$ cat src/rtl/spi_hk_master.sv
// SPI mode-0 master for the housekeeping SPI slave.
// User side is a byte stream; wire order is MSB first both ways.
module spi_hk_master #(
   parameter int CLK_DIV   = 2,
   parameter int MAX_LEN_W = 5
) (
   input  logic                 clk,
   input  logic                 reset,
   input  logic                 start,
   input  logic [MAX_LEN_W-1:0] len,
   input  logic [7:0]           tx_data,
   input  logic                 tx_valid,
   output logic                 tx_ready,
   output logic [7:0]           rx_data,
   output logic                 rx_valid,
   output logic                 busy,
   output logic                 done,
   output logic                 csb,
   output logic                 sck,
   output logic                 sdi,
   input  logic                 sdo
);

   localparam int DW = $clog2(CLK_DIV) + 1;
   localparam logic [DW-1:0] DIV_LAST = DW'(CLK_DIV - 1);
   localparam logic [MAX_LEN_W-1:0] LAST_BYTE = MAX_LEN_W'(1);

   typedef enum logic [2:0] {
      IDLE, LOAD, SHIFT_LO, SHIFT_HI, TAIL, GAP
   } state_t;

   state_t               state;
   logic [DW-1:0]        div;
   logic [2:0]           bit_cnt;
   logic [MAX_LEN_W-1:0] byte_cnt;
   logic [6:0]           tx_sh;
   logic [7:0]           rx_sh;
   logic                 phase_end;

   assign phase_end = (div == DIV_LAST);
   assign tx_ready  = (state == LOAD);

   always_ff @(posedge clk) begin
      if (reset) begin
         state    <= IDLE;
         div      <= '0;
         bit_cnt  <= '0;
         byte_cnt <= '0;
         tx_sh    <= '0;
         rx_sh    <= '0;
         rx_data  <= '0;
         rx_valid <= 1'b0;
         busy     <= 1'b0;
         done     <= 1'b0;
         csb      <= 1'b1;
         sck      <= 1'b0;
         sdi      <= 1'b0;
      end else begin
         rx_valid <= 1'b0;
         done     <= 1'b0;
         case (state)
            IDLE: begin
               div <= '0;
               if (start && len != '0) begin
                  byte_cnt <= len;
                  csb      <= 1'b0;
                  busy     <= 1'b1;
                  state    <= LOAD;
               end
            end
            LOAD: begin
               if (tx_valid) begin
                  tx_sh   <= tx_data[6:0];
                  sdi     <= tx_data[7];
                  bit_cnt <= 3'd7;
                  div     <= '0;
                  state   <= SHIFT_LO;
               end
            end
            SHIFT_LO: begin
               if (phase_end) begin
                  div   <= '0;
                  sck   <= 1'b1;
                  rx_sh <= {rx_sh[6:0], sdo};
                  state <= SHIFT_HI;
               end else begin
                  div <= div + 1'b1;
               end
            end
            SHIFT_HI: begin
               if (phase_end) begin
                  div <= '0;
                  sck <= 1'b0;
                  if (bit_cnt != 3'd0) begin
                     bit_cnt <= bit_cnt - 1'b1;
                     sdi     <= tx_sh[6];
                     tx_sh   <= {tx_sh[5:0], 1'b0};
                     state   <= SHIFT_LO;
                  end else begin
                     // rx_sh already holds all 8 bits sampled on rising edges
                     rx_data  <= rx_sh;
                     rx_valid <= 1'b1;
                     byte_cnt <= byte_cnt - 1'b1;
                     state    <= (byte_cnt == LAST_BYTE) ? TAIL : LOAD;
                  end
               end else begin
                  div <= div + 1'b1;
               end
            end
            TAIL: begin
               if (phase_end) begin
                  div   <= '0;
                  csb   <= 1'b1;
                  state <= GAP;
               end else begin
                  div <= div + 1'b1;
               end
            end
            GAP: begin
               if (phase_end) begin
                  div   <= '0;
                  busy  <= 1'b0;
                  done  <= 1'b1;
                  sdi   <= 1'b0;
                  state <= IDLE;
               end else begin
                  div <= div + 1'b1;
               end
            end
            default: state <= IDLE;
         endcase
      end
   end

endmodule

$ cat config.mk
export PLATFORM = sky130hd
export DESIGN_NAME = spi_hk_master
export DESIGN_NICKNAME = d
export VERILOG_FILES = /design/src/rtl/spi_hk_master.sv
export SDC_FILE = /design/constraint.sdc
export NUM_CORES = 1
export LEC_CHECK = 0
export CAP_MARGIN = 10
export CORE_UTILIZATION = 45
export CTS_CLUSTER_DIAMETER = 150
export DETAILED_ROUTE_END_ITERATION = 6
export PLACE_DENSITY = 0.72
export SLEW_MARGIN = 20
export SYNTH_ARGS = -nofsm -noshare
export SYNTH_HDL_FRONTEND = slang
export SYNTH_SLANG_ARGS = --single-unit
$ cat constraint.sdc
create_clock -name clk -period 1.7 [get_ports clk]
set_clock_uncertainty 0.1 [all_clocks]
set_input_delay 0.34 -clock clk [delete_from_list [all_inputs] [get_ports clk]]
set_output_delay 0.34 -clock clk [all_outputs]
set_load 0.1 [all_outputs]
==> impl_metrics.csv, run 1 <==
group,metric,value,unit
status,status,"completed",
route,wl_met1,2.11,mm
cts,ctsHoldBuffers,0,
synth,synth_ff_type,"dfxtp_1",
cts,clock_path_buffers,2,
timing,period_share,99.8,%
synth,syn_area,0.00197,mm²
synth,synth_top_cell_area_share,42.7,%
timing,tns,0,ns
cts,clkSinkCount,42,
route,via_per_inst,5.21,
route,drtIter0Drc,117,
global_route,antenna_found_initial,0,
synth,syn_inst,228,
timing,hold_violations,0,
placed_design,place_congestion,0.791,
placed_design,dp_hpwl,3.46,mm
synth,synth_cell_types,43,
power,ir_drop,549,µV
synth,synth.most_common_cell,"dfxtp_1",
min_path,hp-class,"reg -> reg",
route,vias,1783,
cts,clk-insertion-delay-late,0.30,ns
global_route,grt.total_usage,22.7,%
route,drt_drc_violations_left,0,
timing,worst_slew_pin_slew,0.388,ns
route,met2_length,2.35,mm
synth,yosysSeqAreaShare,42.7,%
synth,yosys.area.top_type,"dfxtp_1",
cells_and_area,nets,313,
placed_design,place_area,0.00270,mm²
floorplan,ios,33,
route,postRouteAntennaNets,0,
critical_path,cp_slowest_cell,"dfxtp_4",
cells_and_area,num_antenna_cells,0,
power,power.leakage,1.17,nW
cts,cts_root_buffer,"clkbuf_8",
cells_and_area,syn2layout_area_growth,47.4,%
synth,synth_top_family_by_area,"simple AND/OR/NAND/NOR gates",
cells_and_area,multiInputGateArea,0.00107,mm²
route,met3_length,132,µm
synth,yosysWarnings,0,
placed_design,pre_cts_ws,-0.468,ns
timing,rsz0062_at_grt,"true",
cts,clkSlewWorstSetupHoldPaths,0.09,ns
global_route,grt_pass1_wl,7.76,mm
critical_path,cp-end-kind,"output port",
synth,synth_nets,250,
synth,ys_ff_latch,42,
floorplan,rows,23,
cells_and_area,drive_gt1_share,29.8,%
critical_path,cp_max_fo,7,
cells_and_area,n_fill_cell,305,
timing,setup_viol,0,
synth,synth_area_leaders,"dfxtp_1, mux2i_1, nor2_1, nand2_1, a311oi_1",
critical_path,worstPathCellList,"nand2b_4 > buf_6 > nor2_4 > buf_12",
synth,synth_mux_area_share,8.65,%
global_route,grt_overflow,0,
cts,cts_tree,"done",
synth,synth_xor_area_share,0.890,%
min_path,worstHoldPathCells,2,
synth,syn_area_per_cell,8.63,µm²
timing,fmax,589,MHz
floorplan,die_height,68.1,µm
global_route,grt_max_degree,24,
synth,synth-edff-count,0,
synth,async_reset_ff_share,0,%
cts,cts_max_level,2,
synth,synth-simple-area-share,21.2,%
power,power.total,2.71,mW
critical_path,startpoint_type,"flip-flop",
route,drt-total-wl,4.73,mm
critical_path,required,1.26,ns
synth,synthAdderAreaFrac,2.54,%
floorplan,die_x,68.1,µm
critical_path,path_class,"reg -> out",
timing,max_slew_margin,73.7,%
route,highest_layer,"met4",
timing,layout_setup_ws,0.00306,ns
critical_path,r2r_cells,7,
cells_and_area,final_area,0.00290,mm²
route,wl_per_cell,13.8,µm
synth,yosys-top-cells-count,"dfxtp_1, nor2_1, nand2_1",
floorplan,dieArea,0.00464,mm²
route,first_pass_iters,4,
timing,maxSlewViolCount,0,
cts,cts_buffers,5,
synth,synth-compound-area-share,18.1,%
placed_design,portBuffers,32,
timing,post-route-min-period,1.70,ns
flow_run,cap_violations,0,
global_route,grt_pass1_vias,1781,
cells_and_area,seq_area,848,µm²
power,powerDensity,934,mW/mm²
critical_path,cp.arrival,1.26,ns
floorplan,start_util,48.2,%
floorplan,core,0.00409,mm²
critical_path,cp_slowest_stage_delay,0.38,ns
-- where the power goes --
part | switching [mW] | internal (mW)
clock | 0.383 | 0.297
combinational | 0.473 | 0.432
sequential | 0.0696 | 1.06
total | 0.925 | 1.79
-- placed cells by master, fill, tap and decap left out, drive strengths merged, types with 3 or more instances in the layout --
cell / Yosys / routed
buf: 8 / 55
dfxtp: 42 / 42
nor2: 35 / 35
nand2: 29 / 29
mux2i: 17 / 17
o21ai: 14 / 14
clkdlybuf4s50: 0 / 13
a21oi: 11 / 11
a311oi: 9 / 9
inv: 7 / 8
nand2b: 6 / 6
clkbuf: 8 / 5
nor3: 4 / 4
dlygate4sd2: 0 / 4
a211oi: 4 / 4
ha: 4 / 4
nor2b: 4 / 4
nand3: 3 / 3
-- worst max-delay path: cells and delay by family (launching register included) --
family | cells | cell delay [ns]
buf+inv | 2 | 0.32
flops | 1 | 0.38
simple gates | 2 | 0.26
-- metal layers --
layer | up-vias | track usage (%)
met4 | 0 | 12.0
li1 | 916 | -
met3 | 12 | 4.17
met2 | 31 | 39.0
met1 | 824 | 26.5
met5 | - | 0
-- state kept, by name (all words and copies together) (netlist names) --
| signal | cells |
|---|---|
| byte_cnt | 5 |
| rx_valid | 1 |
| rx_sh | 8 |
| sdi | 1 |
| done | 1 |
| tx_sh | 7 |
| rx_data | 8 |
| csb | 1 |
| sck | 1 |
| div | 2 |
| busy | 1 |
| state | 3 |
| bit_cnt | 3 |
-- stage by stage --
stage          util (%)  hold slack [ns]  cells
2_1_floorplan         -            0.337    228
3_3_place_gp       66.1            0.349    328
3_5_place_dp       66.1            0.357    328
4_1_cts            70.6            0.380    342
5_1_grt            71.0            0.407    342
6_report           71.0            0.383    342
-- final timing paths --
kind         slack, ns       start          end
max              0.003    state[2]     tx_ready
min               0.38    tx_sh[5]     tx_sh[6]
max reg2reg       0.04  bit_cnt[1]  byte_cnt[1]
min reg2reg       0.38    tx_sh[5]     tx_sh[6]
-- area by class of cell --
| cell class | instances | share of cell area (%) |
|---|---|---|
| well taps | 50 | 2.16 |
| multi-input cells | 162 | 36.8 |
| inverters | 8 | 1.08 |
| flip-flops and latches | 42 | 29.2 |
| repair buffers | 72 | 27.5 |
| clock inverters | 3 | 0.862 |
| clock buffers | 5 | 2.37 |
-- cells by family after synthesis --
group	count (synthesis)
muxes	17
xor gates and xnor gates	2
adders and majority gates	4
and+or+nand+nor	89
buffers and inverters	24
DFF	42
AOI/OAI and AO/OA	50
-- what timing repair did --
item	4_1_cts	5_1_grt
setup endpoints to repair	23	13
setup buffers	6	0
hold endpoints to repair	0	0
pin swaps	8	8
resized for setup	21	6
Note: power is estimated with default switching activity, not from simulation.
==> run 2, diff against run 1 <==
Settings changed: CORE_ASPECT_RATIO set to 0.75, CORE_MARGIN set to 10.
==> impl_metrics.csv, run 2 (synthesized netlist as in run 1, its figures left out) <==
group,metric,value,unit
status,status,"completed",
cts,cts_root_buffer,"clkbuf_8",
cells_and_area,stdcell_count,344,
critical_path,cp.depth,5,
floorplan,ios,33,
route,first_pass_iters,4,
min_path,hp-class,"reg -> reg",
cells_and_area,biggestRegsByFlops,"rx_data x8, rx_sh x8, tx_sh x7",
cells_and_area,layout_common_cells,"dfxtp_1, buf_4, nor2_1",
route,drtIter0Drc,93,
timing,fmax,601,MHz
cts,cts_tree,"done",
route,vias,1795,
timing,period_share,97.8,%
global_route,grt_max_degree,17,
route,wl_per_cell,14.5,µm
cts,clkSlewWorstSetupHoldPaths,0.08,ns
floorplan,dieArea,0.00745,mm²
critical_path,worstPathCellList,"clkdlybuf4s50_1 > nor2b_1 > o211ai_4 > buf_4 > a221o_2",
global_route,grt.total_usage,13.5,%
global_route,grt_pass1_wl,8.05,mm
critical_path,r2r_cells,7,
critical_path,cp_max_fo,3,
critical_path,cp-end-kind,"flip-flop",
cells_and_area,syn2layout_area_growth,48.1,%
global_route,antenna_found_initial,0,
global_route,grt_pass1_vias,1646,
timing,hold_violations,0,
route,postRouteAntennaNets,0,
global_route,grt_overflow,0,
power,power.leakage,1.17,nW
timing,worst_slew_pin_slew,0.392,ns
floorplan,rows,20,
power,p_clk_share,32.6,%
critical_path,startpoint_type,"input port",
timing,setup_viol,0,
route,via_per_inst,5.22,
placed_design,dp.cells,331,
floorplan,start_util,47.7,%
critical_path,cp_slowest_stage_delay,0.49,ns
critical_path,critical_path.endpoint,"csb",
critical_path,r2r_setup_slack,0.06,ns
timing,tns,0,ns
cts,cts_buffers,5,
cts,clk-insertion-delay-late,0.30,ns
critical_path,crit_start,"start",
timing,max_slew_margin,73.5,%
cells_and_area,final_common_cell,"dfxtp_1",
route,drt_drc_violations_left,0,
power,powerDensity,1030,mW/mm²
critical_path,crit-reg2reg-launch,"bit_cnt[0]",
critical_path,critPathBufInv,2,
cells_and_area,seq_area,848,µm²
critical_path,rr_endpoint,"rx_data[4]",
cells_and_area,n_fill_cell,311,
power,p_sw,0.894,mW
critical_path,path_class,"in -> reg",
placed_design,place_congestion,0.912,
power,combinationalPowerShare,29.4,%
placed_design,portBuffers,32,
cells_and_area,final_util,70.6,%
power,ir_drop,599,µV
route,drt-total-wl,4.98,mm
critical_path,cp_slowest_cell,"clkdlybuf4s50_1",
placed_design,dp_hpwl,3.58,mm
cells_and_area,nets,310,
timing,post-route-min-period,1.66,ns
cells_and_area,num_antenna_cells,0,
timing,rsz0062_at_grt,"true",
cells_and_area,multiInputGateArea,0.00107,mm²
floorplan,core,0.00413,mm²
power,p_int,2.10,mW
cts,clkSinkCount,42,
power,p_seq_share,38.0,%
cts,clock_path_buffers,2,
cells_and_area,drive_gt1_share,29.1,%
cts,cts_max_level,2,
power,p_sw_share,29.9,%
critical_path,required,1.79,ns
cts,ctsHoldBuffers,0,
floorplan,die_x,96.4,µm
floorplan,die_height,77.3,µm
timing,maxSlewViolCount,0,
flow_run,cap_violations,0,
critical_path,cp.arrival,1.75,ns
critical_path,critical-path-top-delay-family,"buffers and inverters",
-- run 2: through the flow --
stage                     setup slack [ns]  instance area (µm²)  power [mW]  hold slack (ns)
after CTS                          0.00281                 2840        2.94            0.381
after global routing               0.00124                 2910        3.12            0.398
after floorplan                     0.0191                 1980        1.62            0.337
after global placement              -0.416                 2670        1.92            0.352
after detailed placement            -0.462                 2670        1.94            0.362
final                               0.0366                 2910        2.99            0.384
-- run 2: repair_timing --
action | CTS | global route
gates resized for setup | 11 | 15
buffers inserted | 2 | 3
pin swaps | 5 | 10
endpoints found under the hold margin | 0 | 0
setup endpoints to repair | 18 | 26
-- run 2: layer usage --
metal | GRT usage (%) | wire length (µm)
met2 | 19.1 | 2260
met1 | 18.3 | 2350
met5 | 0 | 0
met4 | 4.78 | 90
met3 | 4.77 | 278
-- run 2: tightest hold or removal path, delay by kind of cell (launching register included) --
| kind | cells | cell delay, ns |
|---|---|---|
| compound gates | 1 | 0.07 |
| flops | 1 | 0.31 |
| simple gates | 1 | 0.05 |
-- run 2: power groups by stage --
stage	Sequential (mW)	Combinational (mW)	Clock (mW)
after detailed placement	1.15	0.791	0
after floorplan	1.20	0.421	0
final	1.14	0.880	0.975
after global routing	1.15	0.945	1.03
after CTS	1.13	0.824	0.987
after global placement	1.14	0.781	0
-- run 2: worst min path at each step --
stage / start / end / slack (ns) / cells past startpoint
finish: tx_sh[2] / tx_sh[3] / 0.38 / 2
global route: tx_sh[2] / tx_sh[3] / 0.40 / 2
CTS: tx_sh[2] / tx_sh[3] / 0.38 / 2
detailed placement: bit_cnt[2] / bit_cnt[2] / 0.36 / 1
global placement: bit_cnt[0] / bit_cnt[0] / 0.35 / 1
floorplan: bit_cnt[0] / bit_cnt[0] / 0.34 / 1
-- run 2: final cells by class --
class / instances / area share [%]
multi-input combinational: 162 / 36.9
tap: 55 / 2.36
inverter: 8 / 1.03
clock buffer: 6 / 2.83
clock inverter: 2 / 2.06
sequential: 42 / 29.1
timing repair buffer: 69 / 25.7
